--- src/rtl/fcmp_pkg.sv ---
// Shared types and helpers for the compare scheduler.
package fcmp_pkg;

  // Request operation encoding.
  typedef enum logic [1:0] {
    OP_LT  = 2'b00,
    OP_LE  = 2'b01,
    OP_EQ  = 2'b10,
    OP_RSV = 2'b11
  } op_e;

  // Scheduler states, kept as plain constants for legacy tools.
  typedef logic [1:0] state_t;
  localparam state_t ST_IDLE = 2'd0;
  localparam state_t ST_CMP1 = 2'd1;
  localparam state_t ST_CMP2 = 2'd2;
  localparam state_t ST_RESP = 2'd3;

  // Value returned for a true comparison.
  localparam logic [31:0] RSP_TRUE = 32'h0000_0001;

  // Single-precision NaN: all-ones exponent with a nonzero mantissa.
  function automatic logic is_nan(input logic [31:0] f);
    return (f[30:23] == 8'hFF) && (f[22:0] != 23'd0);
  endfunction

endpackage

--- src/rtl/fcmp_rr_arb.sv ---
// Parameterised round-robin arbiter. The search starts at the requester
// after the last grant; the pointer only moves when the grant is used.
module fcmp_rr_arb #(
  parameter int NREQ = 2,
  parameter int IW   = $clog2(NREQ)
) (
  input  logic            clk,
  input  logic            rst,
  input  logic [NREQ-1:0] req,
  input  logic            adv,
  output logic [NREQ-1:0] grant,
  output logic [IW-1:0]   idx,
  output logic            any
);

  logic [IW-1:0] ptr_q, ptr_d;

  // Find the first active request at or after the pointer, wrapping at NREQ.
  always_comb begin
    logic [IW:0]   sum;
    logic [IW-1:0] j;
    // NOTE: every output gets a default before the search so no path leaves
    // a value unassigned, which would otherwise infer a latch.
    grant = '0;
    idx   = '0;
    any   = 1'b0;
    sum   = '0;
    j     = '0;
    for (int i = 0; i < NREQ; i++) begin
      sum = {1'b0, ptr_q} + (IW+1)'(i);
      if (sum >= (IW+1)'(NREQ)) sum = sum - (IW+1)'(NREQ);
      j = sum[IW-1:0];
      if (!any && req[j]) begin
        any      = 1'b1;
        grant[j] = 1'b1;
        idx      = j;
      end
    end
  end

  // Next priority is the requester just after the one being granted.
  always_comb begin
    ptr_d = ptr_q;
    if (adv && any) ptr_d = (idx == IW'(NREQ-1)) ? '0 : idx + IW'(1);
  end

  // Pointer register; reset gives requester 0 the highest priority.
  always_ff @(posedge clk or posedge rst) begin
    // NOTE: state registers use non-blocking assignments so every flop
    // samples pre-edge values regardless of block evaluation order.
    if (rst) ptr_q <= '0;
    else     ptr_q <= ptr_d;
  end

endmodule

--- src/rtl/fcmp_sched.sv ---
// Round-robin scheduler sharing one multi-cycle FLT less-than unit between
// NREQ requesters. LE runs one swapped LT, EQ runs LT both ways, NaN and
// reserved ops are answered without the unit, and a watchdog bounds each
// unit phase.
module fcmp_sched
  import fcmp_pkg::*;
#(
  parameter int NREQ    = 2,
  parameter int TIMEOUT = 64
) (
  input  logic                    clk,
  input  logic                    rst,
  input  logic [NREQ-1:0]         req_valid,
  output logic [NREQ-1:0]         req_ready,
  input  logic [NREQ*32-1:0]      req_a,
  input  logic [NREQ*32-1:0]      req_b,
  input  logic [NREQ*2-1:0]       req_op,
  output logic [31:0]             cu_a,
  output logic [31:0]             cu_b,
  output logic                    cu_start,
  input  logic                    cu_z_stb,
  input  logic [31:0]             cu_z,
  output logic                    rsp_valid,
  output logic [$clog2(NREQ)-1:0] rsp_id,
  output logic [31:0]             rsp_z,
  output logic                    rsp_err,
  output logic                    busy
);

  localparam int IW  = $clog2(NREQ);
  localparam int WDW = $clog2(TIMEOUT + 1);
  localparam logic [WDW-1:0] WD_MAX = WDW'(TIMEOUT);

  // Only bit 0 of the unit result carries information.
  logic cu_z_unused;
  assign cu_z_unused = ^cu_z[31:1];

  state_t         state_q, state_d;
  logic [IW-1:0]  id_q, id_d;
  op_e            op_q, op_d;
  logic           z_q, z_d;
  logic           err_q, err_d;
  logic           lt1_q, lt1_d;
  logic [WDW-1:0] wd_q, wd_d;
  logic [31:0]    cu_a_q, cu_a_d;
  logic [31:0]    cu_b_q, cu_b_d;
  logic           cu_start_q, cu_start_d;

  logic [NREQ-1:0] grant;
  logic [IW-1:0]   gidx;
  logic            any_req;
  logic            accept;
  logic [31:0]     sel_a, sel_b;
  op_e             sel_op;

  // A grant is only taken in IDLE; the pointer advances on that accept.
  assign accept = (state_q == ST_IDLE) && any_req && !rst;

  fcmp_rr_arb #(.NREQ(NREQ), .IW(IW)) u_arb (
    .clk   (clk),
    .rst   (rst),
    .req   (req_valid),
    .adv   (accept),
    .grant (grant),
    .idx   (gidx),
    .any   (any_req)
  );

  // Route the granted requester's operands and op to the decode logic.
  always_comb begin
    sel_a  = '0;
    sel_b  = '0;
    sel_op = OP_LT;
    for (int i = 0; i < NREQ; i++) begin
      if (grant[i]) begin
        sel_a  = req_a[i*32 +: 32];
        sel_b  = req_b[i*32 +: 32];
        sel_op = op_e'(req_op[i*2 +: 2]);
      end
    end
  end

  // Sequencer: decode at accept, run one or two unit phases, then respond.
  always_comb begin
    state_d    = state_q;
    id_d       = id_q;
    op_d       = op_q;
    z_d        = z_q;
    err_d      = err_q;
    lt1_d      = lt1_q;
    wd_d       = wd_q;
    cu_a_d     = cu_a_q;
    cu_b_d     = cu_b_q;
    cu_start_d = 1'b0;
    case (state_q)
      ST_IDLE: begin
        if (accept) begin
          id_d  = gidx;
          op_d  = sel_op;
          z_d   = 1'b0;
          err_d = 1'b0;
          wd_d  = '0;
          if (is_nan(sel_a) || is_nan(sel_b)) begin
            state_d = ST_RESP;
          end else if (sel_op == OP_RSV) begin
            err_d   = 1'b1;
            state_d = ST_RESP;
          end else begin
            state_d    = ST_CMP1;
            cu_start_d = 1'b1;
            // a<=b is evaluated as !(b<a).
            if (sel_op == OP_LE) begin
              cu_a_d = sel_b;
              cu_b_d = sel_a;
            end else begin
              cu_a_d = sel_a;
              cu_b_d = sel_b;
            end
          end
        end
      end
      ST_CMP1: begin
        if (cu_z_stb) begin
          if (op_q == OP_EQ) begin
            lt1_d      = cu_z[0];
            state_d    = ST_CMP2;
            cu_start_d = 1'b1;
            wd_d       = '0;
            cu_a_d     = cu_b_q;
            cu_b_d     = cu_a_q;
          end else begin
            z_d     = (op_q == OP_LT) ? cu_z[0] : !cu_z[0];
            state_d = ST_RESP;
          end
        end else if (wd_q == WD_MAX) begin
          z_d     = 1'b0;
          err_d   = 1'b1;
          state_d = ST_RESP;
        end else begin
          wd_d = wd_q + WDW'(1);
        end
      end
      ST_CMP2: begin
        if (cu_z_stb) begin
          z_d     = !lt1_q && !cu_z[0];
          state_d = ST_RESP;
        end else if (wd_q == WD_MAX) begin
          z_d     = 1'b0;
          err_d   = 1'b1;
          state_d = ST_RESP;
        end else begin
          wd_d = wd_q + WDW'(1);
        end
      end
      default: state_d = ST_IDLE;
    endcase
  end

  // State registers; reset abandons any in-flight request.
  always_ff @(posedge clk or posedge rst) begin
    if (rst) begin
      state_q    <= ST_IDLE;
      id_q       <= '0;
      op_q       <= OP_LT;
      z_q        <= 1'b0;
      err_q      <= 1'b0;
      lt1_q      <= 1'b0;
      wd_q       <= '0;
      cu_a_q     <= '0;
      cu_b_q     <= '0;
      cu_start_q <= 1'b0;
    end else begin
      state_q    <= state_d;
      id_q       <= id_d;
      op_q       <= op_d;
      z_q        <= z_d;
      err_q      <= err_d;
      lt1_q      <= lt1_d;
      wd_q       <= wd_d;
      cu_a_q     <= cu_a_d;
      cu_b_q     <= cu_b_d;
      cu_start_q <= cu_start_d;
    end
  end

  assign req_ready = accept ? grant : '0;
  assign cu_a      = cu_a_q;
  assign cu_b      = cu_b_q;
  assign cu_start  = cu_start_q;
  assign busy      = (state_q != ST_IDLE);
  assign rsp_valid = (state_q == ST_RESP);
  assign rsp_id    = rsp_valid ? id_q : '0;
  assign rsp_z     = (rsp_valid && z_q) ? RSP_TRUE : '0;
  assign rsp_err   = rsp_valid && err_q;

endmodule

--- config.mk ---
export PLATFORM = sky130hd
export DESIGN_NAME = fcmp_sched
export DESIGN_NICKNAME = d
export VERILOG_FILES = /design/src/rtl/fcmp_pkg.sv /design/src/rtl/fcmp_rr_arb.sv /design/src/rtl/fcmp_sched.sv
export SDC_FILE = /design/constraint.sdc
export NUM_CORES = 1
export LEC_CHECK = 0
export BUFFER_PORTS_ARGS = -buffer_cell sky130_fd_sc_hd__buf_2
export CAP_MARGIN = 40
export CORE_UTILIZATION = 44
export DETAILED_ROUTE_END_ITERATION = 7
export PLACE_DENSITY = 0.78
export SLEW_MARGIN = 20
export SYNTH_ARGS = -nofsm -noshare
export SYNTH_HDL_FRONTEND = slang
export SYNTH_SLANG_ARGS = --single-unit
--- constraint.sdc ---
create_clock -name clk -period 2.8 [get_ports clk]
set_input_delay 0.42 -clock clk [delete_from_list [all_inputs] [get_ports clk]]
set_output_delay 0.42 -clock clk [all_outputs]
set_load 0.005 [all_outputs]
==> flow_metrics.env <==
export IMPL_cts_htree_levels=3
export IMPL_cts_root_buffer="clkbuf_16"
export IMPL_synth_edff_count=0
export IMPL_design_area_mm2=0.008280
export IMPL_worstSetupPathType="reg -> reg"
export IMPL_yosysMostFrequentCell="dfrtp_1"
export IMPL_synth_warning_count=0
export IMPL_vias=5872
export IMPL_drc=0
export IMPL_setup_tns_ns=-0.2431
export IMPL_antenna_found_initial=0
export IMPL_yosys_top_cells_count="dfrtp_1 (81), nand2_1 (79), o21ai_0 (74)"
export IMPL_setup_slack_ns=-0.02293
export IMPL_rsz0062_at_grt="yes"
export IMPL_place_hpwl_um=13450
export IMPL_vdd_ir_drop_max_uv=375.2
export IMPL_min_period_over_period=1.008
export IMPL_die_area_mm2=0.01466
export IMPL_hold_viol=0
export IMPL_start_util=0.4496
export IMPL_cts_tree="done"
export IMPL_cts_buffers=9
export IMPL_crit_fanout=8
export IMPL_synth_ff_type="dfrtp_1"
export IMPL_grt_pass1_wl_um=27800
export IMPL_violations="negative setup slack"
export IMPL_start_kind="register"
export IMPL_cp_cell_sequence="nand2b_4 > buf_6 > a32o_2 > a211oi_2 > nand4_1 > a22oi_2 > a41o_4 > buf_12 > clkbuf_16 > mux2_4"
export IMPL_critical_path_endpoint_type="register"
export IMPL_drt_pass1_iterations=5
export IMPL_timing_fmax_mhz=354.2
export IMPL_use_met2=0.4025
export IMPL_cts_hold_buf=0
export IMPL_syn_inst=632
export IMPL_grt_use_total=0.2441
export IMPL_vias_per_cell=5.519
export IMPL_utilization=0.5965
export IMPL_synth_area_leaders="dfrtp_1 (32%), mux2_4 (14%), mux2i_1 (7.4%)"
export IMPL_portBuffers=209
export IMPL_wire_per_inst_um=17.44
export IMPL_maxCapViolations=0
export IMPL_post_dp_cell_area_mm2=0.007697
export IMPL_arrival_ns=3.04
export IMPL_slowest_delay_ns=0.44
export IMPL_drive_gt1_frac=0.4412
export IMPL_io_pins=272
export IMPL_ys_types=54
export IMPL_crit_family="compound AO/OA/AOI/OAI gates"
export IMPL_clock_latency_ns=0.34
export IMPL_hold_class="in -> async"
export IMPL_diodes=0
export IMPL_met3_usage=0.05451
export IMPL_first_global_vias=5492
export IMPL_drt_iter0_drc=368
export IMPL_period_needed_ns=2.823
export IMPL_met1_usage=0.3082
export IMPL_synth_area_mm2=0.006241
export IMPL_nets=1055
export IMPL_area_growth_synth_to_final_pct=32.68
export IMPL_pwr_density_cell_mw_per_mm2=848.2
export IMPL_core_area_mm2=0.01388
export IMPL_clkTransAtPathRegs_ns=0.06
export IMPL_setup_viol=18
export IMPL_status="finished with violations"
export IMPL_rows=43
export IMPL_yosysTopAreaCellShare=0.3248
export IMPL_grt_busiest_layer="met2"
export IMPL_crit_path_top_delay_cell="dfrtp_2"
export IMPL_synth_top_area_cell="dfrtp_1"
export IMPL_clock_path_buffers=2
export IMPL_cts_sinks=81
export IMPL_avgSynthCellArea_um2=9.875
export IMPL_grt_max_degree=93
export IMPL_antenna_left=0
export IMPL_cp_required_ns=3.02
export IMPL_place_gp_congestion=0.8107
export IMPL_gr_total_overflow=0
export IMPL_drv_slew=0
export IMPL_fp_dieW_um=121.1
export IMPL_synth_seq_cells=81
export IMPL_worst_clock_skew_ns=0.01091
export IMPL_ys_async_sr_fraction=1.000
export IMPL_crit_buf_inv=3
export IMPL_worstMarginPinSlew_ns=0.7657
export IMPL_synth_seq_area_share=0.3248
export IMPL_leakagePower_nw=3.923
export IMPL_wirelength_um=18560
export IMPL_relSlewSlack=0.4895
export IMPL_die_y_um=121.1
## where the power goes
part	internal (mW)	total [mW]	switching, mW
logic	2.01	3.74	1.73
registers	1.63	2.02	0.389
clock network	0.800	1.26	0.465
total	4.44	7.02	2.59
## worst register-to-register path, cell delays in order (launching register included)
cell       delay, ns
dfrtp_2         0.44
nand2b_4        0.21
buf_6           0.16
a32o_2          0.28
a211oi_2        0.23
nand4_1         0.19
a22oi_2         0.28
a41o_4          0.28
buf_12          0.16
clkbuf_16       0.19
mux2_4          0.30
## cells by family after synthesis
logic type | share of synthesized area
buffers and inverters | 0.09382
muxes | 0.2614
xor gates and xnor gates | 0.001404
DFF | 0.3248
AOI/OAI and AO/OA | 0.1895
other | 0.0006009
adders and majority gates | 0.01203
and+or+nand+nor | 0.1165
## final cells by class
| class | count | area [µm²] |
|---|---|---|
| Inverter | 7 | 30.03 |
| Clock buffer | 12 | 246.5 |
| Clock inverter | 3 | 65.06 |
| Multi-Input combinational cell | 496 | 3852 |
| Fill cell | 1208 | 5600 |
| Sequential cell | 81 | 2028 |
| Timing Repair Buffer | 285 | 1833 |
| Tap cell | 180 | 225.2 |
## cell usage in the layout (no fill, tap or decap), types with 2 or more instances in the layout
cell and instances:
a32o_2 4, o21ai_0 74, buf_2 209, a22o_1 13
inv_1 6, clkbuf_16 13, nor2_1 26, mux2_2 8
o21ai_1 4, mux2_4 64, nor3_1 3, a211oi_2 2
ha_1 5, nor4_1 12, a221oi_1 2, dfrtp_1 80
mux2_1 12, nand3_1 5, nand2b_1 3, conb_1 31
buf_4 55, bufinv_16 2, a21oi_1 7, nand2_1 79
nand4_1 11, a22oi_1 19, buf_6 7, buf_12 9
and3_1 4, mux2i_1 46, clkbuf_1 2, nor2b_1 2
a32o_1 31, and2_1 5
## final timing paths
check,start,to,slack [ns],cells after the start
max,u_arb.ptr_q$_DFFE_PP0P_,cu_b[16]$_DFFE_PP0P_,-0.02,10
min,rst,cu_a[30]$_DFFE_PP0P_,0.24,3
max reg2reg,u_arb.ptr_q$_DFFE_PP0P_,cu_b[16]$_DFFE_PP0P_,-0.02,10
min reg2reg,id_q$_DFFE_PP0P_,id_q$_DFFE_PP0P_,0.49,1
max in group asynchronous,rst,cu_a[25]$_DFFE_PP0P_,2.05,3
min in group clk,cu_z[0],lt1_q$_DFFE_PP0P_,0.38,2
## per-layer routing
metal | up-vias | share of wire
met3 | 37 | 0.068
li1 | 2791 | -
met5 | - | 0
met1 | 2826 | 0.43
met2 | 218 | 0.47
met4 | 0 | 0.028
## flip-flops by register name, summed over array words and instances (netlist names)
register,count
id_q,1
err_q,1
state_q,2
lt1_q,1
cu_start,1
cu_a,32
wd_q,7
op_q,2
u_arb.ptr_q,1
z_q,1
cu_b,32
## stage by stage
step	hold slack (ns)	setup WS, ns	power (mW)	cells
global route	0.2876	-0.1208	7.496	1064
global placement	0.4761	-0.1905	5.396	1037
floorplan	0.4418	0.2812	4.346	662
finish	0.2423	-0.02293	7.024	1064
CTS	0.2480	-0.003225	6.805	1053
detailed placement	0.4839	-0.1664	5.493	1037
## timing repair
action,CTS,global route
gates cloned,0,7
gates resized for setup,1,22
pin swaps,3,7
endpoints found under the setup margin,38,64
setup buffers,1,4
No activity file was read; power rests on OpenSTA's default activity.
